**src/rtl/sdram_port_arbiter.sv**
```systemverilog
// Two-port round-robin arbiter feeding the sdram_core request port through one registered
// slot; a tag FIFO of port ids routes the core's in-order read data back to its requester.
module sdram_port_arbiter #(
  parameter int ADDR_WIDTH   = 32,
  parameter int DATA_WIDTH   = 32,
  parameter int RD_TAG_DEPTH = 4
) (
  input  logic                    clk,
  input  logic                    rst,
  input  logic                    p0_req_valid,
  output logic                    p0_req_ready,
  input  logic                    p0_req_we,
  input  logic [ADDR_WIDTH-1:0]   p0_req_addr,
  input  logic [DATA_WIDTH-1:0]   p0_req_wdata,
  input  logic [DATA_WIDTH/8-1:0] p0_req_wmask,
  output logic                    p0_rsp_valid,
  output logic [DATA_WIDTH-1:0]   p0_rsp_rdata,
  input  logic                    p1_req_valid,
  output logic                    p1_req_ready,
  input  logic                    p1_req_we,
  input  logic [ADDR_WIDTH-1:0]   p1_req_addr,
  input  logic [DATA_WIDTH-1:0]   p1_req_wdata,
  input  logic [DATA_WIDTH/8-1:0] p1_req_wmask,
  output logic                    p1_rsp_valid,
  output logic [DATA_WIDTH-1:0]   p1_rsp_rdata,
  output logic                    ctrl_req_valid,
  input  logic                    ctrl_req_ready,
  output logic                    ctrl_req_we,
  output logic [ADDR_WIDTH-1:0]   ctrl_req_addr,
  output logic [DATA_WIDTH-1:0]   ctrl_req_wdata,
  output logic [DATA_WIDTH/8-1:0] ctrl_req_wmask,
  input  logic                    ctrl_rsp_valid,
  input  logic [DATA_WIDTH-1:0]   ctrl_rsp_rdata,
  output logic                    rsp_err
);
  localparam int          PW      = $clog2(RD_TAG_DEPTH);
  localparam logic [PW:0] DEPTH_C = (PW+1)'(RD_TAG_DEPTH);

  typedef enum logic {EMPTY, FULL} slot_t;
  slot_t slot, slot_nxt;

  logic          last_grant;
  logic [PW:0]   rd_cnt;
  logic [PW-1:0] wr_ptr, rd_ptr;
  logic          tag_mem [RD_TAG_DEPTH];
  logic          head;
  logic          loadable, rd_room, elig0, elig1;
  logic          gnt_vld, gnt_port, acc_rd, pop;

  // Grant: decided in the same cycle the requester presents, only when the slot can take it.
  always_comb begin
    gnt_vld  = 1'b0;
    gnt_port = 1'b0;
    loadable = (slot == EMPTY) || ctrl_req_ready;
    rd_room  = rd_cnt < DEPTH_C;
    elig0    = p0_req_valid && (p0_req_we || rd_room);
    elig1    = p1_req_valid && (p1_req_we || rd_room);
    if (loadable) begin
      if (elig0 && elig1) begin
        gnt_vld  = 1'b1;
        gnt_port = ~last_grant;
      end else if (elig0) begin
        gnt_vld  = 1'b1;
        gnt_port = 1'b0;
      end else if (elig1) begin
        gnt_vld  = 1'b1;
        gnt_port = 1'b1;
      end
    end
    p0_req_ready = gnt_vld && !gnt_port;
    p1_req_ready = gnt_vld && gnt_port;
    acc_rd       = gnt_vld && !(gnt_port ? p1_req_we : p0_req_we);
    head         = tag_mem[rd_ptr];
    pop          = ctrl_rsp_valid && (rd_cnt != '0);
  end

  always_comb begin
    slot_nxt = slot;
    case (slot)
      EMPTY: if (gnt_vld) slot_nxt = FULL;
      FULL:  if (ctrl_req_ready && !gnt_vld) slot_nxt = EMPTY;
      default: slot_nxt = EMPTY;
    endcase
  end

  always_ff @(posedge clk) begin
    if (rst) begin
      slot       <= EMPTY;
      last_grant <= 1'b1;
    end else begin
      slot <= slot_nxt;
      if (gnt_vld) last_grant <= gnt_port;
    end
  end

  assign ctrl_req_valid = (slot == FULL);

  // Request slot: registered copy of the granted request, held while the core stalls.
  always_ff @(posedge clk) begin
    if (rst) begin
      ctrl_req_we    <= 1'b0;
      ctrl_req_addr  <= '0;
      ctrl_req_wdata <= '0;
      ctrl_req_wmask <= '0;
    end else if (gnt_vld) begin
      ctrl_req_we    <= gnt_port ? p1_req_we    : p0_req_we;
      ctrl_req_addr  <= gnt_port ? p1_req_addr  : p0_req_addr;
      ctrl_req_wdata <= gnt_port ? p1_req_wdata : p0_req_wdata;
      ctrl_req_wmask <= gnt_port ? p1_req_wmask : p0_req_wmask;
    end
  end

  // Tag FIFO control; a simultaneous push and pop leaves the count unchanged.
  always_ff @(posedge clk) begin
    if (rst) begin
      rd_cnt <= '0;
      wr_ptr <= '0;
      rd_ptr <= '0;
    end else begin
      if (acc_rd) wr_ptr <= wr_ptr + 1'b1;
      if (pop)    rd_ptr <= rd_ptr + 1'b1;
      case ({acc_rd, pop})
        2'b10:   rd_cnt <= rd_cnt + 1'b1;
        2'b01:   rd_cnt <= rd_cnt - 1'b1;
        default: rd_cnt <= rd_cnt;
      endcase
    end
  end

  always_ff @(posedge clk) begin
    if (acc_rd) tag_mem[wr_ptr] <= gnt_port;
  end

  // Response stage: route popped read data to the port recorded at the FIFO head.
  always_ff @(posedge clk) begin
    if (rst) begin
      p0_rsp_valid <= 1'b0;
      p1_rsp_valid <= 1'b0;
      p0_rsp_rdata <= '0;
      p1_rsp_rdata <= '0;
      rsp_err      <= 1'b0;
    end else begin
      p0_rsp_valid <= pop && !head;
      p1_rsp_valid <= pop && head;
      if (pop && !head) p0_rsp_rdata <= ctrl_rsp_rdata;
      if (pop && head)  p1_rsp_rdata <= ctrl_rsp_rdata;
      if (ctrl_rsp_valid && (rd_cnt == '0)) rsp_err <= 1'b1;
    end
  end

endmodule

```
**config.mk**
```make
export PLATFORM = sky130hd
export DESIGN_NAME = sdram_port_arbiter
export DESIGN_NICKNAME = d
export VERILOG_FILES = /design/src/rtl/sdram_port_arbiter.sv
export SDC_FILE = /design/constraint.sdc
export NUM_CORES = 1
export LEC_CHECK = 0
export BUFFER_PORTS_ARGS = -buffer_cell sky130_fd_sc_hd__buf_2
export CORE_MARGIN = 5
export CORE_UTILIZATION = 48
export DETAILED_ROUTE_END_ITERATION = 10
export PLACE_DENSITY = 0.9
export SLEW_MARGIN = 30
export SYNTH_ARGS = -nofsm -noshare
export SYNTH_HDL_FRONTEND = slang
export SYNTH_SLANG_ARGS = --single-unit
export TNS_END_PERCENT = 30
```
**constraint.sdc**
```tcl
create_clock -name clk -period 5.1 [get_ports clk]
set_clock_uncertainty 0.15 [all_clocks]
set_input_delay 1.02 -clock clk [delete_from_list [all_inputs] [get_ports clk]]
set_output_delay 1.02 -clock clk [all_outputs]
set_load 0.1 [all_outputs]
```
==> flow_summary.yaml, run 1 <==
run_status:
  status: "complete, no violations"
floorplan:
  core-area_mm2: 0.0121
  die_h_um: 121
  rows: 40
  die_width_um: 121
  io_pins: 315
  initial_core_util_pct: 49.3
  die-area_mm2: 0.0147
hold_path:
  min_path_type: "flip-flop to flip-flop"
clock_network:
  hold_buffers: 0
  htree_levels: 4
  ctsResizeCount: 0
  clk_latency_ns: 0.41
  cts_buffers: 17
  postCtsSetupBuffers: 0
  cts_buffer_depth: 2
  clockRootBuffer: "clkbuf_16"
  clkTransAtPathRegs_ns: 0.06
  cts_tree: "yes"
  cts.sinks: 151
logic_synthesis:
  synth_area_mm2: 0.00595
  synth-seq-area-share_pct: 51.5
  syn_nets: 923
  ys_warn_count: 0
  syn_area_per_cell_um2: 8.02
  postSynthCellCount: 741
  synth_cell_types: 34
  synth_seq_cells: 151
critical_path:
  crit_path_end_kind: "primary output"
  crit_top_cell: "buf_2"
  crit_buf_inv: 3
  cpPeakStageDelay_ns: 0.47
  path_class: "primary input to primary output"
  crit_slowest_cell: "buf_2"
  cp-start-kind: "primary input"
  worstPathArrival_ns: 2.30
  crit_chain: "buf_2 -> nand2b_1 -> o2111ai_4 -> inv_2 -> nor2_1 -> buf_2"
  path_max_fanout: 7
  cp_data_required_time_ns: 3.93
  crit_family: "buffers and inverters"
power:
  pwr-share-seq_pct: 29.6
  p_leak_nw: 3.89
  power_density_mw_per_mm2: 629
  internal_power_mw: 2.61
  power_frac_comb_pct: 46.1
  finalPower_mw: 5.15
  vdd_drop_max_mv: 0.336
  p_sw_mw: 2.53
  p_sw_share_pct: 49.2
  clkPwrFrac_pct: 24.3
timing:
  worst_slew_pin_slew_ns: 0.912
  slew_headroom_pct: 39.2
  max_freq_mhz: 288
  slew_viol_final: 0
  hold_viol_final: 0
  period_needed_ns: 3.47
  period_share_pct: 68.0
  setup-tns-final_ns: 0
  finalSetupViolCount: 0
  finalWorstSetupSlack_ns: 1.63
  rsz0062_at_grt: "false"
route:
  drtIter0Drc: 505
  ant_nets: 0
  via_per_inst: 5.22
  firstDrtPassIters: 5
  drc: 0
  wl_per_cell_um: 16.3
  vias: 6295
  totalWireLength_um: 19600
placement:
  portBuffers: 314
  placed_cells: 1171
  hpwl_um: 14300
  placed_area_mm2: 0.00758
  pre_cts_ws_ns: 1.65
  globalplace.congestion: 0.856
global_routing:
  grt_most_used_layer: "met2"
  antenna_found_initial: 4
  grt_pass1_wl_um: 29700
  met3_usage_pct: 9.60
  met1_usage_pct: 29.0
  grt_pass1_vias: 5945
  grtUsageTotal_pct: 25.3
  overflow: 0
  grtUsageMet2_pct: 42.2
  grt_max_degree: 115
layout:
  layout-drive-gt1-share_pct: 34.8
  syn_to_final_growth_pct: 37.7
  fin_nets: 1204
  fin_area_mm2: 0.00819
  stdcell_count: 1205
job:
  drv_cap: 0
==> power groups by stage <==
stage / registers, mW / logic (mW) / clock network (mW)
2_1_floorplan: 2.88 / 0.605 / 0
4_1_cts: 1.52 / 2.38 / 1.27
6_report: 1.52 / 2.37 / 1.25
3_5_place_dp: 1.54 / 2.37 / 0
5_1_grt: 1.55 / 2.49 / 1.33
3_3_place_gp: 1.53 / 2.34 / 0
==> placed cells by master (no fill, tap or decap), types with 3 or more instances in the layout <==
master,count
buf_2,313
nand2_1,266
dfxtp_1,147
nor2_1,81
a311oi_1,68
a21oi_1,67
clkbuf_16,18
buf_4,8
inv_1,5
nand2b_1,5
and2_1,5
ha_1,5
diode_2,4
clkbuf_8,4
edfxtp_1,4
inv_2,3
xor2_1,3
==> logic make-up after synthesis <==
family,count (synthesis),synth area share (%)
AOI/OAI and AO/OA,145,17.6
xor gates and xnor gates,4,0.589
adders and majority gates,6,1.39
buffers and inverters,68,4.59
DFF,151,51.5
muxes,3,0.736
and+or+nand+nor,364,23.6
==> cell usage after synthesis, drive strengths merged <==
library cell / number / share of area, %
nand2: 267 / 17
dfxtp: 147 / 49
nor2: 81 / 5.1
a311oi: 68 / 10
a21oi: 67 / 5.6
clkbuf: 40 / 2.5
buf: 20 / 1.6
inv: 8 / 0.51
and2: 5 / 0.53
ha: 5 / 1.1
nand2b: 5 / 0.53
edfxtp: 4 / 2.0
xor2: 3 / 0.44
nor2b: 2 / 0.21
nor3: 2 / 0.17
a211o: 1 / 0.15
a21bo: 1 / 0.17
a21boi: 1 / 0.13
a221oi: 1 / 0.44
a22oi: 1 / 0.13
a31oi: 1 / 0.11
fa: 1 / 0.34
mux2: 1 / 0.19
mux2i: 1 / 0.17
mux4: 1 / 0.38
nand4: 1 / 0.11
o2111ai: 1 / 0.44
o21ai: 1 / 0.084
o21bai: 1 / 0.13
o31a: 1 / 0.15
or3: 1 / 0.11
xnor2: 1 / 0.15
==> per-layer routing <==
metal | vias to the layer above | part of all wire [%]
li1 | 3050 | -
met1 | 2835 | 37
met2 | 359 | 48
met3 | 49 | 11
met4 | 2 | 3.2
met5 | - | 0.10
==> worst reg2reg max path: stages, from the launching register on <==
cell	delay (ns)
dfxtp_1	0.46
nor2b_1	0.26
o2111ai_4	0.15
inv_2	0.16
a221oi_4	0.12
inv_2	0.07
ha_1	0.17
inv_1	0.06
fa_1	0.37
xor2_1	0.16
or3_1	0.30
a21oi_1	0.13
==> registers in the layout, summed over array words and instances (netlist names), named ones only <==
register and count:
ctrl_req_wmask 4, ctrl_req_we 1, ctrl_req_addr 32, wr_ptr 2
ctrl_req_wdata 32, ctrl_req_valid 1, p0_rsp_rdata 32, p1_rsp_rdata 32
p0_rsp_valid 1, last_grant 1, rd_cnt 3, tag_mem 4
rsp_err 1, p1_rsp_valid 1, rd_ptr 2
==> final timing paths <==
check / start / endpoint / depth (start not counted) / slack [ns]
hold / removal: p1_rsp_rdata[3] / p1_rsp_rdata[3] / 2 / 0.30
setup reg to reg: rd_cnt[2] / rd_cnt[2] / 11 / 2.47
setup / recovery: ctrl_req_ready / p0_req_ready / 6 / 1.63
hold reg to reg: p1_rsp_rdata[3] / p1_rsp_rdata[3] / 2 / 0.30
==> area by class of cell <==
| class | instances | area (um^2) |
|---|---|---|
| fillers | 994 | 3870 |
| clock inverters | 6 | 87.6 |
| well taps | 168 | 210 |
| inverters | 8 | 30.0 |
| diodes | 4 | 10.0 |
| flip-flops and latches | 151 | 3060 |
| multi-input cells | 522 | 2630 |
| clock buffers | 24 | 513 |
| repair buffers | 322 | 1650 |
==> metrics by stage <==
stage	hold slack, ns	util (%)
5_1_grt	0.325	67.9
3_3_place_gp	0.288	62.8
4_1_cts	0.302	67.8
2_1_floorplan	0.286	-
6_report	0.300	67.9
3_5_place_dp	0.294	62.8
Power figures use the tool's default switching activity.
==> inputs of run 2 (changes only) <==
--- a/config.mk
+++ b/config.mk
@@ -7,9 +7,9 @@
 export LEC_CHECK = 0
 export BUFFER_PORTS_ARGS = -buffer_cell sky130_fd_sc_hd__buf_2
 export CORE_MARGIN = 5
-export CORE_UTILIZATION = 48
+export CORE_UTILIZATION = 45
 export DETAILED_ROUTE_END_ITERATION = 10
-export PLACE_DENSITY = 0.9
+export PLACE_DENSITY = 0.85
 export SLEW_MARGIN = 30
 export SYNTH_ARGS = -nofsm -noshare
 export SYNTH_HDL_FRONTEND = slang
==> constraint.sdc (replaced) <==
create_clock -name clk -period 3.5 [get_ports clk]
set_clock_uncertainty 0.15 [all_clocks]
set_input_delay 0.7 -clock clk [delete_from_list [all_inputs] [get_ports clk]]
set_output_delay 0.7 -clock clk [all_outputs]
set_load 0.1 [all_outputs]
==> run 2 against run 1 <==
Net effect: via count down 1.2%; global-route usage down 2.6 points; final area up 1.8%; total power up 49%; sequential share of layout area down 0.67 points; register-to-register slack worse by 1.6 ns; combinational power up 47%; core utilization down 4.2 points; largest cell class unchanged.
==> flow_summary.yaml, run 2 (synthesized netlist as in run 1, its figures left out) <==
layout:
  stdcell_count: 1220
  layout-drive-gt1-share_pct: 35.3
  fillers: 1111
  fin_nets: 1210
  register_area_mm2: 0.00306
  syn_to_final_growth_pct: 40.2
  layout_commonest_cell: "buf_2"
  final_cell_mix: "buf_2, nand2_1, dfxtp_1, nor2_1, a311oi_1"
  fin_util_pct: 63.7
  multi_input_area_mm2: 0.00263
timing:
  slew_viol_final: 0
  hold_viol_final: 0
  max_freq_mhz: 369
  finalWorstSetupSlack_ns: 0.789
  period_share_pct: 77.5
  setup-tns-final_ns: 0
  finalSetupViolCount: 0
  period_needed_ns: 2.71
  worst_slew_pin_slew_ns: 0.764
  slew_headroom_pct: 49.1
  rsz0062_at_grt: "false"
clock_network:
  hold_buffers: 0
  htree_levels: 4
  cts_tree: "yes"
  clkTransAtPathRegs_ns: 0.06
  cts_buffers: 17
  cts_buffer_depth: 2
  postCtsSetupBuffers: 0
  cts.sinks: 151
  clockRootBuffer: "clkbuf_16"
  ctsResizeCount: 0
  clk_latency_ns: 0.41
critical_path:
  path_class: "primary input to primary output"
  cp-start-kind: "primary input"
  crit_path_end_kind: "primary output"
  r2r_slack_ns: 0.90
  worstPathArrival_ns: 1.86
  cp_data_required_time_ns: 2.65
  path_max_fanout: 5
route:
  drc: 0
  totalWireLength_um: 18800
  via_per_inst: 5.10
  vias: 6220
  wl_per_cell_um: 15.4
  ant_nets: 0
  drtIter0Drc: 339
  firstDrtPassIters: 6
floorplan:
  initial_core_util_pct: 45.4
  rows: 42
  die_width_um: 125
  die_h_um: 125
  io_pins: 315
  die-area_mm2: 0.0156
  core-area_mm2: 0.0131
placement:
  globalplace.congestion: 0.865
  hpwl_um: 13400
  placed_cells: 1185
  portBuffers: 314
  pre_cts_ws_ns: 0.482
power:
  power_frac_comb_pct: 45.4
  internal_power_mw: 3.96
  power_density_mw_per_mm2: 919
  clkPwrFrac_pct: 25.6
  p_sw_mw: 3.70
  p_sw_share_pct: 48.3
  pwr-share-seq_pct: 29.0
  finalPower_mw: 7.66
  p_leak_nw: 3.96
  vdd_drop_max_mv: 0.374
job:
  drv_cap: 0
hold_path:
  min_path_type: "flip-flop to flip-flop"
global_routing:
  overflow: 0
  grt_pass1_wl_um: 28800
  grtUsageTotal_pct: 22.7
  grt_max_degree: 74
  antenna_found_initial: 5
  grt_pass1_vias: 5764
run_status:
  status: "complete, no violations"
## run 2: changes by cell type in the layout (fill, tap and decap cells not counted), sizes merged
| cell | before | now |
|---|---|---|
| bufinv | 2 | 3 |
| inv | 9 | 8 |
| buf | 322 | 328 |
| diode | 4 | 5 |
## run 2: worst paths after layout
path         cells past startpoint                to        startpoint
min                              2  p1_rsp_rdata[21]  p1_rsp_rdata[21]
max reg2reg                     11         rd_cnt[2]         rd_cnt[2]
max                              6      p0_req_ready    ctrl_req_ready
min reg2reg                      2  p1_rsp_rdata[21]  p1_rsp_rdata[21]
## run 2: power by group through the flow
| stage | clock network (mW) | logic, mW | registers (mW) |
|---|---|---|---|
| CTS | 1.98 | 3.49 | 2.22 |
| global placement | 0 | 3.45 | 2.24 |
| finish | 1.96 | 3.48 | 2.22 |
| floorplan | 0 | 0.883 | 4.20 |
| global route | 2.06 | 3.65 | 2.26 |
| detailed placement | 0 | 3.48 | 2.25 |
## run 2: metrics by stage
stage,instance area [um^2],hold WS [ns]
finish,8340,0.300
global route,8340,0.321
CTS,8320,0.302
detailed placement,7680,0.294
global placement,7680,0.290
floorplan,5950,0.286
## run 2: final cells by class
cell class | instances | area share [%]
multi-input cells | 522 | 31.5
clock inverters | 6 | 1.31
repair buffers | 328 | 20.9
flip-flops and latches | 151 | 36.7
inverters | 8 | 0.360
well taps | 176 | 2.64
clock buffers | 24 | 6.41
diodes | 5 | 0.150
## run 2: per-layer routing
layer | vias up | global-route usage (%) | part of all wire (%)
met1 | 2823 | 25.3 | 37
met5 | - | 0 | 0
met3 | 36 | 9.77 | 10
met4 | 0 | 9.69 | 2.8
li1 | 3067 | - | -
met2 | 294 | 38.0 | 50
## run 2: critical path: stages
cell       delay (ns)
buf_2            0.09
nand2b_1         0.23
o2111ai_4        0.17
inv_2            0.10
nor2_2           0.12
buf_2            0.45
